`config.mk`:
```
export PLATFORM = sky130hd
export DESIGN_NAME = spi_master_recv
export DESIGN_NICKNAME = d
export VERILOG_FILES = /design/src/rtl/spi_pkg.sv /design/src/rtl/spi_master_recv.sv
export SDC_FILE = /design/constraint.sdc
export NUM_CORES = 1
export LEC_CHECK = 0
export ABC_CLOCK_PERIOD_IN_PS = 4000
export CORE_MARGIN = 2
export CORE_UTILIZATION = 30
export CTS_CLUSTER_DIAMETER = 100
export DETAILED_ROUTE_END_ITERATION = 7
export SLEW_MARGIN = 10
export SYNTH_ARGS = -nofsm -noshare
export SYNTH_HDL_FRONTEND = slang
export SYNTH_SLANG_ARGS = --single-unit
```
`constraint.sdc`:
```
create_clock -name clk -period 4 [get_ports clk]
set_input_delay 1.2 -clock clk [delete_from_list [all_inputs] [get_ports clk]]
set_output_delay 1.2 -clock clk [all_outputs]
set_load 0.005 [all_outputs]
```
`src/rtl/spi_pkg.sv`:
```
// rtl/spi_pkg.sv - shared SPI master definitions: AXI response codes and FSM state encoding
//
// Imported by the SPI master transmit and receive blocks.
//   RESP_OKAY / RESP_SLVERR : AXI-lite response codes
//   spi_state_e             : RESET -> IDLE -> SHIFT -> RESP sequencing states

package spi_pkg;

   localparam logic [1:0] RESP_OKAY   = 2'b00;
   localparam logic [1:0] RESP_SLVERR = 2'b10;

   typedef enum logic [1:0] {
      RESET = 2'd0,
      IDLE  = 2'd1,
      SHIFT = 2'd2,
      RESP  = 2'd3
   } spi_state_e;

endpackage

```
`src/rtl/spi_master_recv.sv`:
```
// rtl/spi_master_recv.sv - AXI-lite read slave performing one MSB-first SPI receive per read
//
// Ports:
//   clk, resetn              : system clock, synchronous active-low reset
//   axi_lite_ar*             : read address channel (araddr, arvalid, arready)
//   axi_lite_r*              : read data channel (rdata, rresp, rvalid, rready)
//   spi_clk_recv_int         : one-clk sample strobe from the shared SPI clock generator
//   spi_miso                 : serial input data
//   spi_clk_dv               : enables the shared SPI clock generator during a transfer
//   spi_rx_busy              : high from address acceptance until the response is taken

module spi_master_recv
   import spi_pkg::*;
#(
   parameter int          DATA_BITS  = 8,
   parameter logic [31:0] RX_ADDR    = 32'h0000_0000,
   parameter bit          CHECK_ADDR = 1'b1
) (
   input  logic        clk,
   input  logic        resetn,
   input  logic [31:0] axi_lite_araddr,
   input  logic        axi_lite_arvalid,
   output logic        axi_lite_arready,
   output logic [31:0] axi_lite_rdata,
   output logic [1:0]  axi_lite_rresp,
   output logic        axi_lite_rvalid,
   input  logic        axi_lite_rready,
   input  logic        spi_clk_recv_int,
   input  logic        spi_miso,
   output logic        spi_clk_dv,
   output logic        spi_rx_busy
);

   // 5 bits covers a bit index of up to 31 (DATA_BITS <= 32)
   localparam int CNT_W = 5;

   spi_state_e           state_q, state_d;
   logic                 arready_q, arready_d;
   logic                 rvalid_q, rvalid_d;
   logic [31:0]          rdata_q, rdata_d;
   logic [1:0]           rresp_q, rresp_d;
   logic                 dv_q, dv_d;
   logic                 busy_q, busy_d;
   logic [DATA_BITS-1:0] shift_q, shift_d;
   logic [CNT_W-1:0]     cnt_q, cnt_d;

   logic [DATA_BITS-1:0] shift_in;
   logic                 addr_ok;

   // Shift-left form stays legal for DATA_BITS == 1, where a part-select would not
   assign shift_in = (shift_q << 1) | DATA_BITS'(spi_miso);
   assign addr_ok  = !CHECK_ADDR || (axi_lite_araddr == RX_ADDR);

   always_ff @(posedge clk) begin
      if (!resetn) begin
         state_q   <= RESET;
         arready_q <= 1'b0;
         rvalid_q  <= 1'b0;
         rdata_q   <= '0;
         rresp_q   <= RESP_OKAY;
         dv_q      <= 1'b0;
         busy_q    <= 1'b0;
         shift_q   <= '0;
         cnt_q     <= '0;
      end else begin
         state_q   <= state_d;
         arready_q <= arready_d;
         rvalid_q  <= rvalid_d;
         rdata_q   <= rdata_d;
         rresp_q   <= rresp_d;
         dv_q      <= dv_d;
         busy_q    <= busy_d;
         shift_q   <= shift_d;
         cnt_q     <= cnt_d;
      end
   end

   always_comb begin
      state_d   = state_q;
      arready_d = arready_q;
      rvalid_d  = rvalid_q;
      rdata_d   = rdata_q;
      rresp_d   = rresp_q;
      dv_d      = dv_q;
      busy_d    = busy_q;
      shift_d   = shift_q;
      cnt_d     = cnt_q;

      case (state_q)
         RESET: begin
            state_d   = IDLE;
            arready_d = 1'b1;
         end

         IDLE: begin
            if (axi_lite_arvalid && arready_q) begin
               arready_d = 1'b0;
               busy_d    = 1'b1;
               if (addr_ok) begin
                  state_d = SHIFT;
                  dv_d    = 1'b1;
                  shift_d = '0;
                  cnt_d   = CNT_W'(DATA_BITS - 1);
               end else begin
                  // Rejected address: answer immediately, SPI clock never started
                  state_d  = RESP;
                  rvalid_d = 1'b1;
                  rdata_d  = '0;
                  rresp_d  = RESP_SLVERR;
               end
            end
         end

         SHIFT: begin
            if (spi_clk_recv_int) begin
               shift_d = shift_in;
               if (cnt_q == '0) begin
                  // Last bit: publish the freshly shifted value on the same edge
                  state_d  = RESP;
                  dv_d     = 1'b0;
                  rdata_d  = 32'(shift_in);
                  rresp_d  = RESP_OKAY;
                  rvalid_d = 1'b1;
               end else begin
                  cnt_d = cnt_q - CNT_W'(1);
               end
            end
         end

         RESP: begin
            if (axi_lite_rready) begin
               state_d   = IDLE;
               rvalid_d  = 1'b0;
               arready_d = 1'b1;
               busy_d    = 1'b0;
            end
         end

         default: state_d = RESET;
      endcase
   end

   assign axi_lite_arready = arready_q;
   assign axi_lite_rvalid  = rvalid_q;
   assign axi_lite_rdata   = rdata_q;
   assign axi_lite_rresp   = rresp_q;
   assign spi_clk_dv       = dv_q;
   assign spi_rx_busy      = busy_q;

endmodule

```
==> results.md <==
- Post-route ant nets: 0
- Clk pwr share: 0.166
- Clock skew: 0.00664 ns
- RSZ-0062 raised after global routing: no
- #FFs+latches synth: 27
- Global route overflow: 0
- DR vias/cell: 4.66
- Post-synthesis cell type count: 43
- Final Slew Violations: 0
- Worst VDD drop: 0.265 mV
- P_sw: 366 uW
- Die Ht: 74.8 um
- Top post-synthesis cells by area: dfxtp_1, buf_4, a32o_1
- Setup crit end kind: flop
- Syn. warnings: 0
- Final Cycle Share: 0.754
- Worst Hold Class: reg -> reg
- Crit path kind: in -> reg
- Critical-path maximum fanout: 8
- Starting density of the core: 0.314
- DRC: 0
- Sequential area share after synthesis: 0.360
- HPWL Detailed: 2.69 mm
- Pre-antenna DRT Iters: 4
- Post-DP Area: 0.00196 mm2
- Die Wd: 74.8 um
- Fmax: 332 MHz
- Syn Std Cell Area: 0.00150 mm2
- Routed WL: 3.41 mm
- Setup TNS: 0 ns
- Max_cap viols: 0
- Async SR Flop Fraction: 0
- Layout cell share with drive strength beyond 1: 0.0505
- Switch share: 0.385
- Area leader, netlist: dfxtp_1
- WP data required: 4.22 ns
- Fill cell count: 506
- Largest net degree at the start of global routing: 25
- Placed cells: 281
- Yosys top cell area share: 0.360
- Maximum buffer depth of the clock tree: 2
- CP Data Arrival Time: 3.23 ns
- Drt initial violations: 34
- Gpl congestion: 0.786
- Port Buffers: 50
- Number of H-tree levels: 1
- Total inserted antenna cells: 0
- Final hold vios: 0
- Clock sink count: 27
- Avg WL per Cell: 12.0 um
- Total Nets Final: 263
- Non-Filler Instances: 285
- Leak: 0.755 nW
- Total number of vias: 1329
- First-pass GRT wire length: 5.78 mm
- Main flop type after synthesis: dfxtp_1
- Status: completed
- Pwr Density: 473 mW/mm2
- Cts hold-fix bufs: 0
- # setup viols final: 0
- CP Launch Type: primary input
- IO Count: 76
- CTS root buf: clkbuf_8
- Post-synth EDFFs: 0
- # rows: 25
- GRT Total Usage: 0.130
- Post-cts sizing count: 0
- Vias in the first global route: 1283
- Initial antenna violation count: 0
- Most common cell in the synthesized netlist: dfxtp_1
- Minimum clock period: 3.02 ns
- Layout area overhead: 33.9%
- CTS tree: done
- Internal Pwr Total: 585 uW
- Total core area: 0.00479 mm2
- Clock-pin slew on the worst setup and hold paths: 0.09 ns
- Clk_lat worst skew: 0.27 ns
- Mean post-synth cell area: 8.84 um2
- Overall power: 951 uW
- Final Cell Area: 0.00201 mm2
- DIE AREA: 0.00559 mm2
- Num CTS Buffers: 3
- Flop pwr share: 0.364
- Cells after Synth: 170
- Combinational Power Share: 0.470
- Setup Fix Bufs, Post-CTS: 0
- Worst hold margin: 0.469 ns
- Synth cell count leaders: dfxtp_1, buf_4, nand2_1
placed cells by master (no fill, tap or decap), drive strengths merged, types with 3 or more instances in the layout:
cell type | Yosys | final
a32o | 8 | 8
conb | 1 | 25
inv | 5 | 5
clkdlybuf4s50 | 0 | 50
clkbuf | 5 | 3
nor2 | 9 | 9
o21ai | 3 | 3
a21oi | 10 | 10
ha | 6 | 6
o2bb2ai | 7 | 7
nor4 | 10 | 10
dfxtp | 27 | 27
nand2 | 16 | 16
nor2b | 3 | 3
nor3 | 4 | 4
logic make-up after synthesis:
| group | Yosys count | synth area share |
|---|---|---|
| adder cells (fa/ha/maj) | 6 | 0.0500 |
| AND/OR/NAND/NOR | 54 | 0.188 |
| AO/OA/AOI/OAI | 43 | 0.226 |
| flip-flops | 27 | 0.360 |
| multiplexers | 1 | 0.00666 |
| buffers and inverters | 38 | 0.167 |
| other | 1 | 0.00250 |
routing by layer:
layer,vias to the layer above,track usage,part of all wire
met5,-,0,0
met4,0,0.0298,0.0056
met3,2,0.0187,0.036
met2,29,0.235,0.51
met1,629,0.164,0.45
li1,669,-,-
critical path, cell delays in order:
cell and delay (ns):
clkdlybuf4s50_1 0.39, nor4_1 0.31, nand4_1 0.19, or3_1 0.53, a21oi_2 0.42, a32o_1 0.18
worst paths after layout:
check	from	cells after the start	end	slack [ns]
worst min-delay path	cnt_q[4]	2	cnt_q[4]	0.47
worst max register to register	state_q[0]	7	axi_lite_rvalid	1.79
worst max-delay path	axi_lite_araddr[17]	6	axi_lite_rdata[6]	0.98
worst min register to register	cnt_q[4]	2	cnt_q[4]	0.47
power by group through the flow:
stage	Clock, mW	Sequential, mW	Combinational [mW]
5_1_grt	0.175	0.355	0.504
4_1_cts	0.163	0.348	0.452
2_1_floorplan	0	0.348	0.332
6_report	0.158	0.346	0.447
3_5_place_dp	0	0.354	0.450
3_3_place_gp	0	0.354	0.447
through the flow:
| step | utilization | setup WS (ns) |
|---|---|---|
| global placement | 0.410 | 0.694 |
| detailed placement | 0.410 | 0.645 |
| CTS | 0.420 | 0.925 |
| global route | 0.420 | 0.785 |
| finish | 0.420 | 0.984 |
| floorplan | - | 1.27 |
layout make-up:
type / instances / area [um2] / share of cell area
Multi-Input combinational cell: 129 / 801 / 0.398
Tap cell: 67 / 83.8 / 0.0417
Timing Repair Buffer: 52 / 515 / 0.256
Clock buffer: 3 / 41.3 / 0.0205
Inverter: 6 / 22.5 / 0.0112
Sequential cell: 27 / 541 / 0.269
Clock inverter: 1 / 7.51 / 0.00373
flip-flops by register name, summed over array words and instances, names as in the netlist:
name,cells
axi_lite_arready,1
axi_lite_rdata,8
axi_lite_rresp,1
axi_lite_rvalid,1
cnt_q,5
shift_q,7
spi_clk_dv,1
spi_rx_busy,1
state_q,2
No activity file was read; power rests on OpenSTA's default activity.
